[src/rtl/axis_window.sv]
// axis_window: crops a rectangular window out of an AXI4-Stream video frame and re-tags tuser/tlast.
// Defining AXIS_WINDOW_STAT_EN adds the frame_cnt / sof_err status outputs.
module axis_window #(
   parameter int C_PIXEL_WIDTH = 8,
   parameter int C_IMG_WBITS   = 12,
   parameter int C_IMG_HBITS   = 12
) (
   input  logic                     aclk,
   input  logic                     resetn,
   input  logic                     soft_reset,
   input  logic [C_IMG_WBITS-1:0]   win_left,
   input  logic [C_IMG_HBITS-1:0]   win_top,
   input  logic [C_IMG_WBITS-1:0]   win_width,
   input  logic [C_IMG_HBITS-1:0]   win_height,
   input  logic                     s_axis_tvalid,
   input  logic [C_PIXEL_WIDTH-1:0] s_axis_tdata,
   input  logic                     s_axis_tuser,
   input  logic                     s_axis_tlast,
   output logic                     s_axis_tready,
   output logic                     m_axis_tvalid,
   output logic [C_PIXEL_WIDTH-1:0] m_axis_tdata,
   output logic                     m_axis_tuser,
   output logic                     m_axis_tlast,
`ifdef AXIS_WINDOW_STAT_EN
   output logic [15:0]              frame_cnt,
   output logic                     sof_err,
`endif
   input  logic                     m_axis_tready
);

   localparam int WB = C_IMG_WBITS;
   localparam int HB = C_IMG_HBITS;
   localparam int PW = C_PIXEL_WIDTH;

   localparam logic [WB-1:0] ZERO_W  = {WB{1'b0}};
   localparam logic [HB-1:0] ZERO_H  = {HB{1'b0}};
   localparam logic [WB-1:0] ONE_W   = {{(WB-1){1'b0}}, 1'b1};
   localparam logic [HB-1:0] ONE_H   = {{(HB-1){1'b0}}, 1'b1};
   localparam logic [WB:0]   ZERO_WE = {(WB+1){1'b0}};
   localparam logic [HB:0]   ZERO_HE = {(HB+1){1'b0}};
   localparam logic [WB:0]   ONE_WE  = {{WB{1'b0}}, 1'b1};
   localparam logic [HB:0]   ONE_HE  = {{HB{1'b0}}, 1'b1};

   typedef enum logic [1:0] {
      ST_IDLE   = 2'd0,
      ST_ACTIVE = 2'd1,
      ST_DONE   = 2'd2
   } state_t;

   state_t        state_r;
   state_t        state_nxt_s;
   state_t        sof_dest_s;

   logic [WB-1:0] col_r;
   logic [HB-1:0] row_r;
   logic [WB-1:0] left_r;
   logic [HB-1:0] top_r;
   logic [WB:0]   col_end_r;
   logic [HB:0]   row_end_r;

   logic          acc_s;
   logic          sof_s;
   logic          proc_s;
   logic          emit_s;
   logic [WB-1:0] cur_col_s;
   logic [HB-1:0] cur_row_s;
   logic [WB-1:0] eff_left_s;
   logic [HB-1:0] eff_top_s;
   logic [WB:0]   eff_col_end_s;
   logic [HB:0]   eff_row_end_s;
   logic [WB:0]   new_col_end_s;
   logic [HB:0]   new_row_end_s;
   logic          in_win_s;
   logic          first_s;
   logic          last_s;
   logic          row_last_s;
   logic          zero_win_s;

   assign s_axis_tready = resetn & (~m_axis_tvalid | m_axis_tready);
   assign acc_s         = s_axis_tvalid & s_axis_tready;
   assign sof_s         = acc_s & s_axis_tuser;
   assign new_col_end_s = {1'b0, win_left} + {1'b0, win_width};
   assign new_row_end_s = {1'b0, win_top} + {1'b0, win_height};
   assign zero_win_s    = (win_width == ZERO_W) | (win_height == ZERO_H);

   // Position and window that apply to the pixel on the input: a tuser pixel is (0,0) of a fresh window
   always_comb begin
      cur_col_s     = col_r;
      cur_row_s     = row_r;
      eff_left_s    = left_r;
      eff_top_s     = top_r;
      eff_col_end_s = col_end_r;
      eff_row_end_s = row_end_r;
      if (s_axis_tuser) begin
         cur_col_s     = ZERO_W;
         cur_row_s     = ZERO_H;
         eff_left_s    = win_left;
         eff_top_s     = win_top;
         eff_col_end_s = new_col_end_s;
         eff_row_end_s = new_row_end_s;
      end else begin
         cur_col_s     = col_r;
         cur_row_s     = row_r;
      end
   end

   assign proc_s     = acc_s & (s_axis_tuser | (state_r == ST_ACTIVE));
   assign in_win_s   = ({1'b0, cur_row_s} >= {1'b0, eff_top_s}) & ({1'b0, cur_row_s} < eff_row_end_s) &
                       ({1'b0, cur_col_s} >= {1'b0, eff_left_s}) & ({1'b0, cur_col_s} < eff_col_end_s);
   assign first_s    = (cur_row_s == eff_top_s) & (cur_col_s == eff_left_s);
   assign last_s     = ({1'b0, cur_col_s} == (eff_col_end_s - ONE_WE)) | s_axis_tlast;
   assign row_last_s = s_axis_tlast & ({1'b0, cur_row_s} == (eff_row_end_s - ONE_HE));
   assign emit_s     = proc_s & in_win_s & ~soft_reset;

   // Frame sequencing: a start-of-frame pixel always restarts, the last window row ends the frame
   always_comb begin
      state_nxt_s = state_r;
      if (zero_win_s | row_last_s) begin
         sof_dest_s = ST_DONE;
      end else begin
         sof_dest_s = ST_ACTIVE;
      end
      case (state_r)
         ST_IDLE, ST_DONE: begin
            if (sof_s) begin
               state_nxt_s = sof_dest_s;
            end else begin
               state_nxt_s = state_r;
            end
         end
         ST_ACTIVE: begin
            if (sof_s) begin
               state_nxt_s = sof_dest_s;
            end else if (acc_s & row_last_s) begin
               state_nxt_s = ST_DONE;
            end else begin
               state_nxt_s = ST_ACTIVE;
            end
         end
         default: begin
            state_nxt_s = ST_IDLE;
         end
      endcase
   end

   // State, pixel position and latched window
   always_ff @(posedge aclk or negedge resetn) begin
      if (!resetn) begin
         state_r   <= ST_IDLE;
         col_r     <= ZERO_W;
         row_r     <= ZERO_H;
         left_r    <= ZERO_W;
         top_r     <= ZERO_H;
         col_end_r <= ZERO_WE;
         row_end_r <= ZERO_HE;
      end else if (soft_reset) begin
         state_r   <= ST_IDLE;
         col_r     <= ZERO_W;
         row_r     <= ZERO_H;
      end else begin
         state_r <= state_nxt_s;
         if (proc_s) begin
            if (s_axis_tlast) begin
               col_r <= ZERO_W;
               row_r <= cur_row_s + ONE_H;
            end else begin
               col_r <= cur_col_s + ONE_W;
               row_r <= cur_row_s;
            end
         end
         if (sof_s) begin
            left_r    <= win_left;
            top_r     <= win_top;
            col_end_r <= new_col_end_s;
            row_end_r <= new_row_end_s;
         end
      end
   end

   // Single output stage; acceptance only happens when this stage is free or draining
   always_ff @(posedge aclk or negedge resetn) begin
      if (!resetn) begin
         m_axis_tvalid <= 1'b0;
         m_axis_tdata  <= {PW{1'b0}};
         m_axis_tuser  <= 1'b0;
         m_axis_tlast  <= 1'b0;
      end else if (soft_reset) begin
         m_axis_tvalid <= 1'b0;
      end else if (emit_s) begin
         m_axis_tvalid <= 1'b1;
         m_axis_tdata  <= s_axis_tdata;
         m_axis_tuser  <= first_s;
         m_axis_tlast  <= last_s;
      end else if (m_axis_tready) begin
         m_axis_tvalid <= 1'b0;
      end
   end

`ifdef AXIS_WINDOW_STAT_EN
   logic [15:0] frame_cnt_r;
   logic        sof_err_r;

   // Emitted-frame counter and sticky short-frame flag
   always_ff @(posedge aclk or negedge resetn) begin
      if (!resetn) begin
         frame_cnt_r <= 16'd0;
         sof_err_r   <= 1'b0;
      end else begin
         if (m_axis_tvalid & m_axis_tready & m_axis_tuser) begin
            frame_cnt_r <= frame_cnt_r + 16'd1;
         end
         if (soft_reset) begin
            sof_err_r <= 1'b0;
         end else if (sof_s & (state_r == ST_ACTIVE)) begin
            sof_err_r <= 1'b1;
         end
      end
   end

   assign frame_cnt = frame_cnt_r;
   assign sof_err   = sof_err_r;
`endif

endmodule

[config.mk]
export PLATFORM = sky130hd
export DESIGN_NAME = axis_window
export DESIGN_NICKNAME = d
export VERILOG_FILES = /design/src/rtl/axis_window.sv
export SDC_FILE = /design/constraint.sdc
export NUM_CORES = 1
export LEC_CHECK = 0
export ABC_AREA = 1
export ABC_CLOCK_PERIOD_IN_PS = 3800
export BUFFER_PORTS_ARGS = -buffer_cell sky130_fd_sc_hd__buf_2
export CAP_MARGIN = 20
export CELL_PAD_IN_SITES_DETAIL_PLACEMENT = 0
export CELL_PAD_IN_SITES_GLOBAL_PLACEMENT = 2
export CORE_ASPECT_RATIO = 0.5
export CORE_MARGIN = 1
export CORE_UTILIZATION = 35
export CTS_BUF_LIST = sky130_fd_sc_hd__clkbuf_16
export CTS_CLUSTER_DIAMETER = 200
export DETAILED_ROUTE_END_ITERATION = 7
export PLACE_DENSITY_LB_ADDON = 0.1
export SLEW_MARGIN = 20
export SYNTH_ARGS = -nofsm -noshare
export SYNTH_HDL_FRONTEND = slang
export SYNTH_SLANG_ARGS = --single-unit
[constraint.sdc]
create_clock -name aclk -period 3.8 [get_ports aclk]
set_input_delay 0.19 -clock aclk [delete_from_list [all_inputs] [get_ports aclk]]
set_output_delay 0.19 -clock aclk [all_outputs]
set_load 0.005 [all_outputs]
## After elaboration in Yosys (flattened, before gate mapping)

Index checks and enable logic that the tools add are counted.

- Word-level logic and storage cells: 76
- Register bits after elaboration: 87

- Bitwise operators: 19
- $lt $le $gt $ge: 4
- Muxes and demuxes: 21
- Reductions and logical operators: 8
- $add $sub $neg: 6
- Eq/ne operators: 7

Operators with widths:

| cell | count |
|---|---|
| 2-to-1 mux 12 bit | 10 |
| adder 12 x 12 -> 13 bit | 2 |
| equality test 12 x 13 -> 1 bit | 2 |
| less-than comparator 12 x 13 -> 1 bit | 2 |
| 2-to-1 mux 13 bit | 2 |
| subtractor 13 x 1 -> 13 bit (second input constant) | 2 |
| adder 12 x 1 -> 12 bit (second input constant) | 2 |
| equality test 12 bit | 2 |
| >= comparator 12 bit | 2 |
| zero test 12 bit | 2 |
| AND 1 bit | 12 |
| 2-to-1 mux 2 bit | 5 |
| bitwise OR 1 bit | 5 |
| case mux 2 bit (2 select lines) | 1 |
| AND reduction 2 bit | 2 |
| 2-to-1 mux 1 bit | 3 |
| inequality test 3 bit (second input constant) | 1 |
| nonzero test 3 bit | 1 |
| equality test 2 x 1 -> 1 bit (second input constant) | 1 |
| equality test 2 bit (second input constant) | 1 |
| zero test 2 bit | 1 |
| inverter 1 bit | 2 |
| nonzero test 2 bit | 1 |
| OR reduction 2 bit | 1 |

## Logic depth before layout (Yosys ltp)

Gate-level depths: netlist of the first run.

- Depth after elaboration: 10
- Mapped depth: 24
- Mapped depth without buffers: 24

## Worst setup path after synthesis of the first run

No wires, ideal clock.

- Kind: input to register
- Start: input port win_left[0]
- End: register m_axis_tlast
- Setup slack: 763 ps
- Stages: 22
- Required time: 3723 ps
- Arrival: 2960 ps
- Library setup time: 77 ps
- Cells stage by stage: ha_1 fa_1 nand3_1 nand2_1 nand2_1 nand2_1 nand2_1 nand3_1 o21ai_0 inv_1 ha_1 inv_1 nor3_1 a211oi_1 nand2_1 nand3_1 a21boi_0 o21ai_0 nand3_1 clkbuf_1 nor2_1 a21oi_1

- Longest elaborated chain between the ends: 7
- Elaborated cells between the ends (all ways): 13

RTL lines:

| what | RTL line | RTL |
|---|---|---|
| start, declared | 11 | `input logic [C_IMG_WBITS-1:0] win_left,` |
| adder 12 x 12 -> 13 bit or 2-to-1 mux 12 bit (tied branches) | 82, 94 |  |
| 2-to-1 mux 13 bit or >= comparator 12 bit (tied branches) | 94, 109 |  |
| less-than comparator 12 x 13 -> 1 bit or AND 1 bit (tied branches) | 109, 108 |  |
| AND 1 bit | 109 | `({1'b0, cur_col_s} >= {1'b0, eff_left_s}) & ({1'b0, cur_col_s} < eff_col_end_s);` |
| AND 1 bit (2 in series) | 113 | `assign emit_s = proc_s & in_win_s & ~soft_reset;` |
| AND reduction 2 bit (no source line) | n/a |  |
| end signal, assigned | 193 | `m_axis_tlast <= last_s;` |
| end, declared | 23 | `output logic m_axis_tlast,` |

Several ways; a longest one is shown, not always the timed one.
A chain may end at the register's enable or synchronous reset.

## Worst setup path in the final report of the first run

Same ends and word-level chain as after synthesis.

==> impl_metrics.yaml, run 1 <==
clocking:
  root_buffer: "clkbuf_16"
  cts_buffer_depth: 2
  post_cts_resized: 0
  clock-sinks: 87
  cts_tree: "built"
  postCtsHoldBufs: 1
  htreeDepth: 3
  insertion_delay_ns: 0.37
  cts_buffers: 9
  cts.clk_slew.worst_paths_ns: 0.07
  postCtsSetupBuffers: 0
route:
  vias: 8063
  drt_iter0_markers: 426
  ant_nets: 0
  routed_via_density: 4.93
  post-route-drc-count: 0
  wire_per_inst_um: 15.2
  dr_wl_met3_um: 891
  firstDrtPassIters: 5
  postRouteWirelength_um: 24800
  wl_met1_um: 12500
  route.met2.wl_um: 11200
  top_layer_used: "met4"
synthesis:
  syn_area_mm2: 0.00821
  async_reset_ff_share_pct: 100
  synth_top_area_cell: "dfrtp_1"
  synth-edff-count: 0
  synth_cell_type_count: 50
  ys_top_cells_by_area: "dfrtp_1, nand2_1, ha_1, inv_1, nand3_1"
  synth_top_area_share_pct: 26.5
  avgSynthCellArea_um2: 6.57
  seq_area_frac_synth_pct: 26.5
  syn_inst: 1251
  ys_ff_latch: 87
  synth_fp_nets: 1392
  yosys_warnings: 0
  synthFlopType: "dfrtp_1"
floorplanning:
  die_y_um: 110
  die_area_mm2: 0.0241
  die_x_um: 219
  ios: 75
  rows: 39
  initial_core_util_pct: 35.8
  coreArea_mm2: 0.0229
grt:
  overflow: 0
  grt_max_degree: 76
  grt_usage_pct: 21.8
  grt_pass1_wl_um: 40200
  grt_pass1_vias: 7755
  grt_antenna_before_repair: 0
critical_path:
  arrival_ns: 3.41
  worst_r2r_path_depth: 13
  critical_path_class: "primary input to flop"
  crit_required_ns: 4.05
  start_kind: "primary input"
  endpoint_kind: "flop"
  reg2reg_from: "col_r[10]"
  cp_max_fo: 21
  r2r_slack_ns: 0.85
  r2r_end: "m_axis_tlast"
final_layout:
  num-fill-cells: 2530
  multi_input_area_mm2: 0.00511
  antenna_cells: 0
  drive_above_1_share_pct: 13.4
  layout_common_cells: "nand2_1, inv_1, nand3_1"
  regArea_mm2: 0.00218
  stdcell_area_mm2: 0.00927
  fin_nets: 1464
  area_growth_pct: 12.9
  final_common_cell: "nand2_1"
sta:
  hold_viol: 0
  period_minus_slack_ns: 3.16
  slew_violations: 0
  fin_skew_ns: 0.0106
  slew-limit-headroom_pct: 37.1
  worst_slew_pin_slew_ns: 0.942
  tns_ns: 0
  fmax_mhz: 317
  rsz0062_at_grt: "false"
  period_share_pct: 83.1
  setup_viol: 0
pwr:
  p_sw_mw: 1.15
  power.static_leakage_nw: 4.71
  p_per_area_mw_per_mm2: 336
  p_clk_share_pct: 32.6
  switching_share_pct: 36.9
  peakVddDrop_mv: 0.179
  comb_power_share_pct: 32.2
  pwr-share-seq_pct: 35.2
  internal_power_mw: 1.97
place:
  gp_congestion: 0.855
  portBuffers: 74
  dp_hpwl_um: 19700
  place_area_mm2: 0.00894
worst_hold_path:
  hold-path-cell-count: 3
  min_to: "left_r[9]"
  min_path_type: "primary input to flop"
  hold_start: "win_left[9]"
status:
  status: "completed"
run:
  drv_cap: 0
==> per-stage QoR <==
stage | utilization, % | instances | hold slack (ns) | power [mW] | worst slack, ns
final | 40.4 | 1635 | 0.0512 | 3.12 | 0.641
after global routing | 40.4 | 1635 | 0.0529 | 3.36 | 0.217
after CTS | 40.4 | 1635 | 0.0249 | 3.17 | 0.597
after detailed placement | 39.0 | 1618 | 0.350 | 2.12 | 0.188
after global placement | 39.0 | 1618 | 0.337 | 2.10 | 0.284
after floorplan | - | 1251 | -0.106 | 1.83 | 0.763
==> power by group through the flow <==
stage | clock [mW] | sequential [mW] | combinational (mW)
floorplan | 0 | 1.10 | 0.725
global placement | 0 | 1.11 | 0.993
detailed placement | 0 | 1.11 | 1.01
CTS | 1.06 | 1.10 | 1.01
global route | 1.08 | 1.11 | 1.17
finish | 1.02 | 1.10 | 1.00
==> metal layers <==
| metal | vias to the layer above | track usage [%] |
|---|---|---|
| li1 | 4207 | - |
| met1 | 3711 | 29.3 |
| met2 | 130 | 36.4 |
| met3 | 15 | 4.39 |
| met4 | 0 | 4.27 |
| met5 | - | 0 |
==> cell usage after synthesis (all sizes together) (7+ instances only) <==
library cell  number
nand2            364
inv              200
nand3            126
nor2             110
o21ai            110
dfrtp             87
ha                76
a21oi             39
nand4             17
o22ai             16
buf               15
clkbuf            15
nor3              13
xor2              12
a31oi              7
nor4               7
==> critical path: stages <==
cell	delay (ns)
buf_2	0.11
ha_1	0.24
fa_1	0.44
nand3_1	0.13
nand2_1	0.10
nand2_1	0.10
nand2_1	0.05
nand2_1	0.07
nand3_1	0.06
o21ai_0	0.18
inv_1	0.11
ha_1	0.31
inv_1	0.07
nor3_1	0.05
a211oi_1	0.16
nand2_1	0.08
nand3_1	0.06
a21boi_0	0.07
o21ai_0	0.30
nand3_1	0.12
buf_4	0.22
nor2_1	0.11
a21oi_1	0.07
==> final cells by class <==
type	count	share of cell area, %
Sequential cell	87	23.5
Multi-Input combinational cell	931	55.1
Inverter	203	8.22
Timing Repair Buffer	91	5.56
Clock buffer	9	2.43
Tap cell	307	4.14
Clock inverter	7	1.04
==> worst max-delay path by stage <==
| stage | startpoint | to | slack, ns | cells after the start |
|---|---|---|---|---|
| floorplan | win_left[0] | m_axis_tlast | 0.76 | 22 |
| global placement | win_left[0] | m_axis_tlast | 0.28 | 23 |
| detailed placement | win_left[0] | m_axis_tlast | 0.19 | 23 |
| CTS | win_left[0] | m_axis_tlast | 0.60 | 23 |
| global route | win_top[0] | m_axis_tlast | 0.22 | 22 |
| finish | win_left[0] | m_axis_tlast | 0.64 | 23 |
==> state kept, by name (all words and copies together), names as in the netlist <==
register       count
left_r            12
state_r            2
m_axis_tvalid      1
col_r             12
row_r             12
top_r             12
col_end_r         13
m_axis_tlast       1
m_axis_tdata       8
m_axis_tuser       1
row_end_r         13
==> cells by family (layout without fill, tap and decap cells) <==
family	Yosys count	in the layout	synth area share, %
AOI/OAI and AO/OA	190	190	13.2
xor gates and xnor gates	15	15	1.77
adders and majority gates	78	78	12.1
buffers and inverters	233	310	11.3
DFF	87	87	26.5
and+or+nand+nor	648	648	35.1
(Power assumes the default switching activity.)
==> run 2, diff against run 1 <==
Settings changed: ABC_CLOCK_PERIOD_IN_PS 3800 to 3200, CORE_UTILIZATION 35 to 34.
Clock period 3.8 ns to 3.2 ns, I/O delays scaled along.
==> impl_metrics.yaml, run 2 (synthesis gave the netlist of run 1 again) <==
status:
  status: "completed"
critical_path:
  arrival_ns: 3.13
  endpoint_kind: "flop"
  path_cells: "buf_2 -> ha_1 -> fa_2 -> nand3_1 -> nand2_1 -> nand2_1 -> nand2_1 -> nand2_1 -> nand2_1 -> o21ai_2 -> inv_1 -> ha_1 -> a21oi_1 -> nor3_1 -> a211oi_1 -> nand2_1 -> nand3_1 -> a21boi_0 -> o21ai_1 -> buf_4 -> nand3_1 -> buf_12 -> nor2_1 -> a21oi_1"
  cp_max_fo: 21
  cp.buffers_inverters: 4
  start_kind: "primary input"
  cp_slowest_cell: "fa_2"
  critical_path_class: "primary input to flop"
  cp_slowest_stage_delay_ns: 0.36
  cp_top_family: "simple AND/OR/NAND/NOR gates"
  crit_required_ns: 3.45
  cpMostUsedCell: "nand2_1"
grt:
  globalRouteMet1Util_pct: 29.1
  grt_pass1_wl_um: 41800
  grt_pass1_vias: 8225
  grt_max_degree: 76
  overflow: 0
  grt_usage_pct: 21.4
  grt_antenna_before_repair: 0
  grt-busiest-layer: "met2"
  grtUsageMet3_pct: 4.04
  use_met2_pct: 35.3
final_layout:
  multi_input_area_mm2: 0.00512
  fin_cells: 1706
  fin_nets: 1535
  area_growth_pct: 20.0
  antenna_cells: 0
  reg_top3: "col_end_r x13, row_end_r x13"
  regArea_mm2: 0.00218
  layout_common_cells: "nand2_1, inv_1, nand3_1"
  drive_above_1_share_pct: 18.0
  final_common_cell: "nand2_1"
  num-fill-cells: 2474
floorplanning:
  ios: 75
  die_y_um: 112
  coreArea_mm2: 0.0233
  initial_core_util_pct: 35.3
  rows: 39
  die_area_mm2: 0.0248
  die_x_um: 222
clocking:
  cts.clk_slew.worst_paths_ns: 0.07
  cts_tree: "built"
  cts_buffer_depth: 2
  clock-sinks: 87
  root_buffer: "clkbuf_16"
  postCtsSetupBuffers: 0
  cts_buffers: 9
  insertion_delay_ns: 0.38
  htreeDepth: 3
pwr:
  p_per_area_mw_per_mm2: 388
  power.static_leakage_nw: 5.08
  peakVddDrop_mv: 0.234
route:
  post-route-drc-count: 0
  routed_via_density: 4.89
  firstDrtPassIters: 5
  postRouteWirelength_um: 25300
  wire_per_inst_um: 14.8
  ant_nets: 0
  vias: 8334
  drt_iter0_markers: 453
place:
  dp_cells: 1689
  portBuffers: 74
  gp_congestion: 0.850
  dp_slack_ns: -0.139
  dp_hpwl_um: 20600
sta:
  slew-limit-headroom_pct: 38.6
  setup_viol: 0
  tns_ns: 0
  rsz0062_at_grt: "false"
  worst_slew_pin_slew_ns: 0.919
  worst_slack_ns: 0.322
  period_minus_slack_ns: 2.88
  period_share_pct: 89.9
  fin_hold_ws_ns: 0.0241
  slew_violations: 0
  fmax_mhz: 347
  hold_viol: 0
  fin_skew_ns: 0.00747
run:
  drv_cap: 0
worst_hold_path:
  min_path_type: "primary input to flop"
[run 2: changes by cell type in the layout (fill, tap and decap cells not counted)]
cell and change:
clkinv_2 +1, buf_12 +3, fa_2 +1, o21ai_2 +1, o21ai_0 -2, buf_4 +68
fa_1 -1, clkinvlp_4 -2, clkinv_1 -1, inv_6 +3, o21ai_1 +1, clkinv_4 -1
[run 2: tightest hold or removal path: cells and delay by family]
| kind | cells | cell delay [ns] |
|---|---|---|
| compound gates | 1 | 0.06 |
| buf+inv | 1 | 0.10 |
| simple gates | 1 | 0.05 |
[run 2: repair_timing]
action / CTS / global route
hold endpoints to repair: 38 / 0
gates resized for setup: 0 / 4
hold buffers: 1 / 0
setup endpoints to repair: 0 / 11
[run 2: worst paths after layout]
kind,start,end,slack [ns],depth (start not counted)
max in group asynchronous,resetn,row_end_r[4],1.61,4
min in group asynchronous,resetn,m_axis_tdata[0],0.47,3
hold / removal,win_left[11],left_r[11],0.02,3
hold reg to reg,state_r[0],state_r[0],0.44,1
setup reg to reg,col_r[9],m_axis_tlast,0.34,13
setup / recovery,win_left[0],m_axis_tlast,0.32,24
[run 2: cell type report]
cell class | instances | area share, %
Inverter | 203 | 7.73
Sequential cell | 87 | 22.1
Clock buffer | 9 | 2.29
Clock inverter | 7 | 1.02
Multi-Input combinational cell | 931 | 51.9
Timing Repair Buffer | 162 | 11.0
Tap cell | 307 | 3.90
[run 2: metal layers]
metal,vias up,share of wire (%)
met5,-,0
met4,0,1.2
met3,26,3.6
met2,128,45
met1,3822,50
li1,4358,-
[run 2: through the flow]
step                      utilization, %  power, mW  instance area [um2]
after floorplan                        -       2.17                 8210
after global placement              40.9       2.61                 9510
after detailed placement            40.9       2.63                 9510
after CTS                           42.3       3.87                 9850
after global routing                42.3       4.12                 9850
final                               42.3       3.82                 9850
[run 2: power breakdown]
part	switching [mW]	total [mW]	leakage (nW)	internal [mW]
clock	0.523	1.22	0.161	0.694
sequential	0.0601	1.30	1.12	1.24
combinational	0.803	1.31	3.80	0.503
==> run 3, diff against run 2 <==
Settings changed: CAP_MARGIN 20 to unset, CORE_ASPECT_RATIO 0.5 to 0.6, PLACE_DENSITY set to 0.85, PLACE_DENSITY_LB_ADDON 0.1 to unset.
==> impl_metrics.yaml, run 3 (synthesis gave the netlist of run 1 again) <==
critical_path:
  endpoint_kind: "flop"
  cpMostUsedCell: "nand2_1"
  cp_slowest_cell: "fa_2"
  cp_max_fo: 5
  r2r_slack_ns: 0.31
  reg2reg_from: "col_r[9]"
  path_cells: "buf_2 -> ha_2 -> fa_2 -> nand3_2 -> nand2_2 -> nand2_1 -> nand2_1 -> nand2_1 -> nand3_1 -> o21ai_2 -> inv_1 -> ha_1 -> inv_1 -> nor3_1 -> a211oi_1 -> nand2_1 -> nand3_1 -> a21boi_0 -> o21ai_1 -> nand3_4 -> clkbuf_16 -> nor2_1 -> a21oi_1"
  start_kind: "primary input"
  r2r_end: "m_axis_tlast"
  cp_slowest_stage_delay_ns: 0.38
  crit_required_ns: 3.44
  critical_path_class: "primary input to flop"
  worst_r2r_path_depth: 13
  arrival_ns: 3.22
sta:
  fin_skew_ns: 0.00887
  hold_viol: 0
  period_share_pct: 93.1
  setup_viol: 0
  worst_slack_ns: 0.221
  fin_hold_ws_ns: 0.0410
  fmax_mhz: 336
  tns_ns: 0
  slew_violations: 0
  period_minus_slack_ns: 2.98
  slew-limit-headroom_pct: 36.5
  worst_slew_pin_slew_ns: 0.950
clocking:
  insertion_delay_ns: 0.36
  cts_buffer_depth: 2
  cts_tree: "built"
  cts_buffers: 9
  root_buffer: "clkbuf_16"
  cts.clk_slew.worst_paths_ns: 0.07
  clock-sinks: 87
  htreeDepth: 3
route:
  post-route-drc-count: 0
  drt_iter0_markers: 710
  postRouteWirelength_um: 26500
  ant_nets: 0
  wire_per_inst_um: 15.4
  vias: 8389
  routed_via_density: 4.87
  firstDrtPassIters: 6
floorplanning:
  initial_core_util_pct: 35.1
  coreArea_mm2: 0.0234
  ios: 75
  die_x_um: 203
  rows: 43
  die_area_mm2: 0.0248
  die_y_um: 122
worst_hold_path:
  hold_start: "win_left[11]"
  min_to: "left_r[11]"
  hold-path-cell-count: 3
  min_path_type: "primary input to flop"
grt:
  overflow: 0
  grt_pass1_wl_um: 42200
  grt_antenna_before_repair: 0
  grt_pass1_vias: 7504
  grt_usage_pct: 22.2
  grt_max_degree: 76
place:
  dp_hpwl_um: 21200
  dp_cells: 1700
  gp_congestion: 0.908
  portBuffers: 74
  dp_slack_ns: -0.255
final_layout:
  layout_common_cells: "nand2_1, inv_1, nand3_1"
  antenna_cells: 0
  regArea_mm2: 0.00218
  num-fill-cells: 2459
  drive_above_1_share_pct: 20.3
  area_growth_pct: 22.3
  reg_top3: "col_end_r x13, row_end_r x13"
  final_common_cell: "nand2_1"
  fin_cells: 1723
  multi_input_area_mm2: 0.00525
  fin_nets: 1544
pwr:
  peakVddDrop_mv: 0.241
  power_mw: 3.72
  p_per_area_mw_per_mm2: 370
  power.static_leakage_nw: 5.12
run:
  drv_cap: 0
status:
  status: "completed"
-- run 3: worst max-delay path by stage --
stage	cells past startpoint	startpoint	slack [ns]	end
global placement	23	win_left[0]	-0.17	m_axis_tlast
detailed placement	22	win_left[0]	-0.25	m_axis_tuser
finish	23	win_left[0]	0.22	m_axis_tlast
CTS	22	win_left[0]	0.11	m_axis_tuser
floorplan	22	win_left[0]	0.19	m_axis_tlast
global route	26	win_top[0]	-0.05	m_axis_tlast
-- run 3: worst max-delay path: cells and delay by family --
family | cells | cell delay (ns)
buffers and inverters | 4 | 0.47
AND/OR/NAND/NOR | 11 | 0.98
AO/OA/AOI/OAI | 5 | 0.73
adder cells (fa/ha/maj) | 3 | 0.86
-- run 3: area by class of cell --
cell class	instances	share of cell area, %
sequential	87	21.7
clock buffer	9	2.24
clock inverter	7	0.473
multi-input combinational	931	52.2
timing repair buffer	171	11.9
inverter	203	7.58
tap	315	3.92
-- run 3: timing repair --
action,4_1_cts,5_1_grt
buffers inserted,0,3
gates resized for setup,0,35
hold buffers,1,0
endpoints found under the setup margin,0,11
hold endpoints to repair,45,0
-- run 3: power breakdown --
part | switching [mW] | total, mW | internal, mW
clock | 0.502 | 1.03 | 0.526
combinational | 0.869 | 1.39 | 0.524
sequential | 0.0604 | 1.30 | 1.24
-- run 3: stage by stage --
step                util [%]  area (um2)
finish                  42.9       10000
global route            42.9       10000
global placement        40.8        9540
floorplan                  -        8210
detailed placement      40.8        9540
CTS                     42.0        9830
-- run 3: per-layer routing --
layer | track usage [%] | up-vias | part of all wire, %
li1 | - | 4367 | -
met1 | 39.7 | 3771 | 61
met2 | 25.4 | 238 | 32
met3 | 3.72 | 13 | 6.7
met4 | 3.15 | 0 | 0.59
met5 | 0 | - | 0
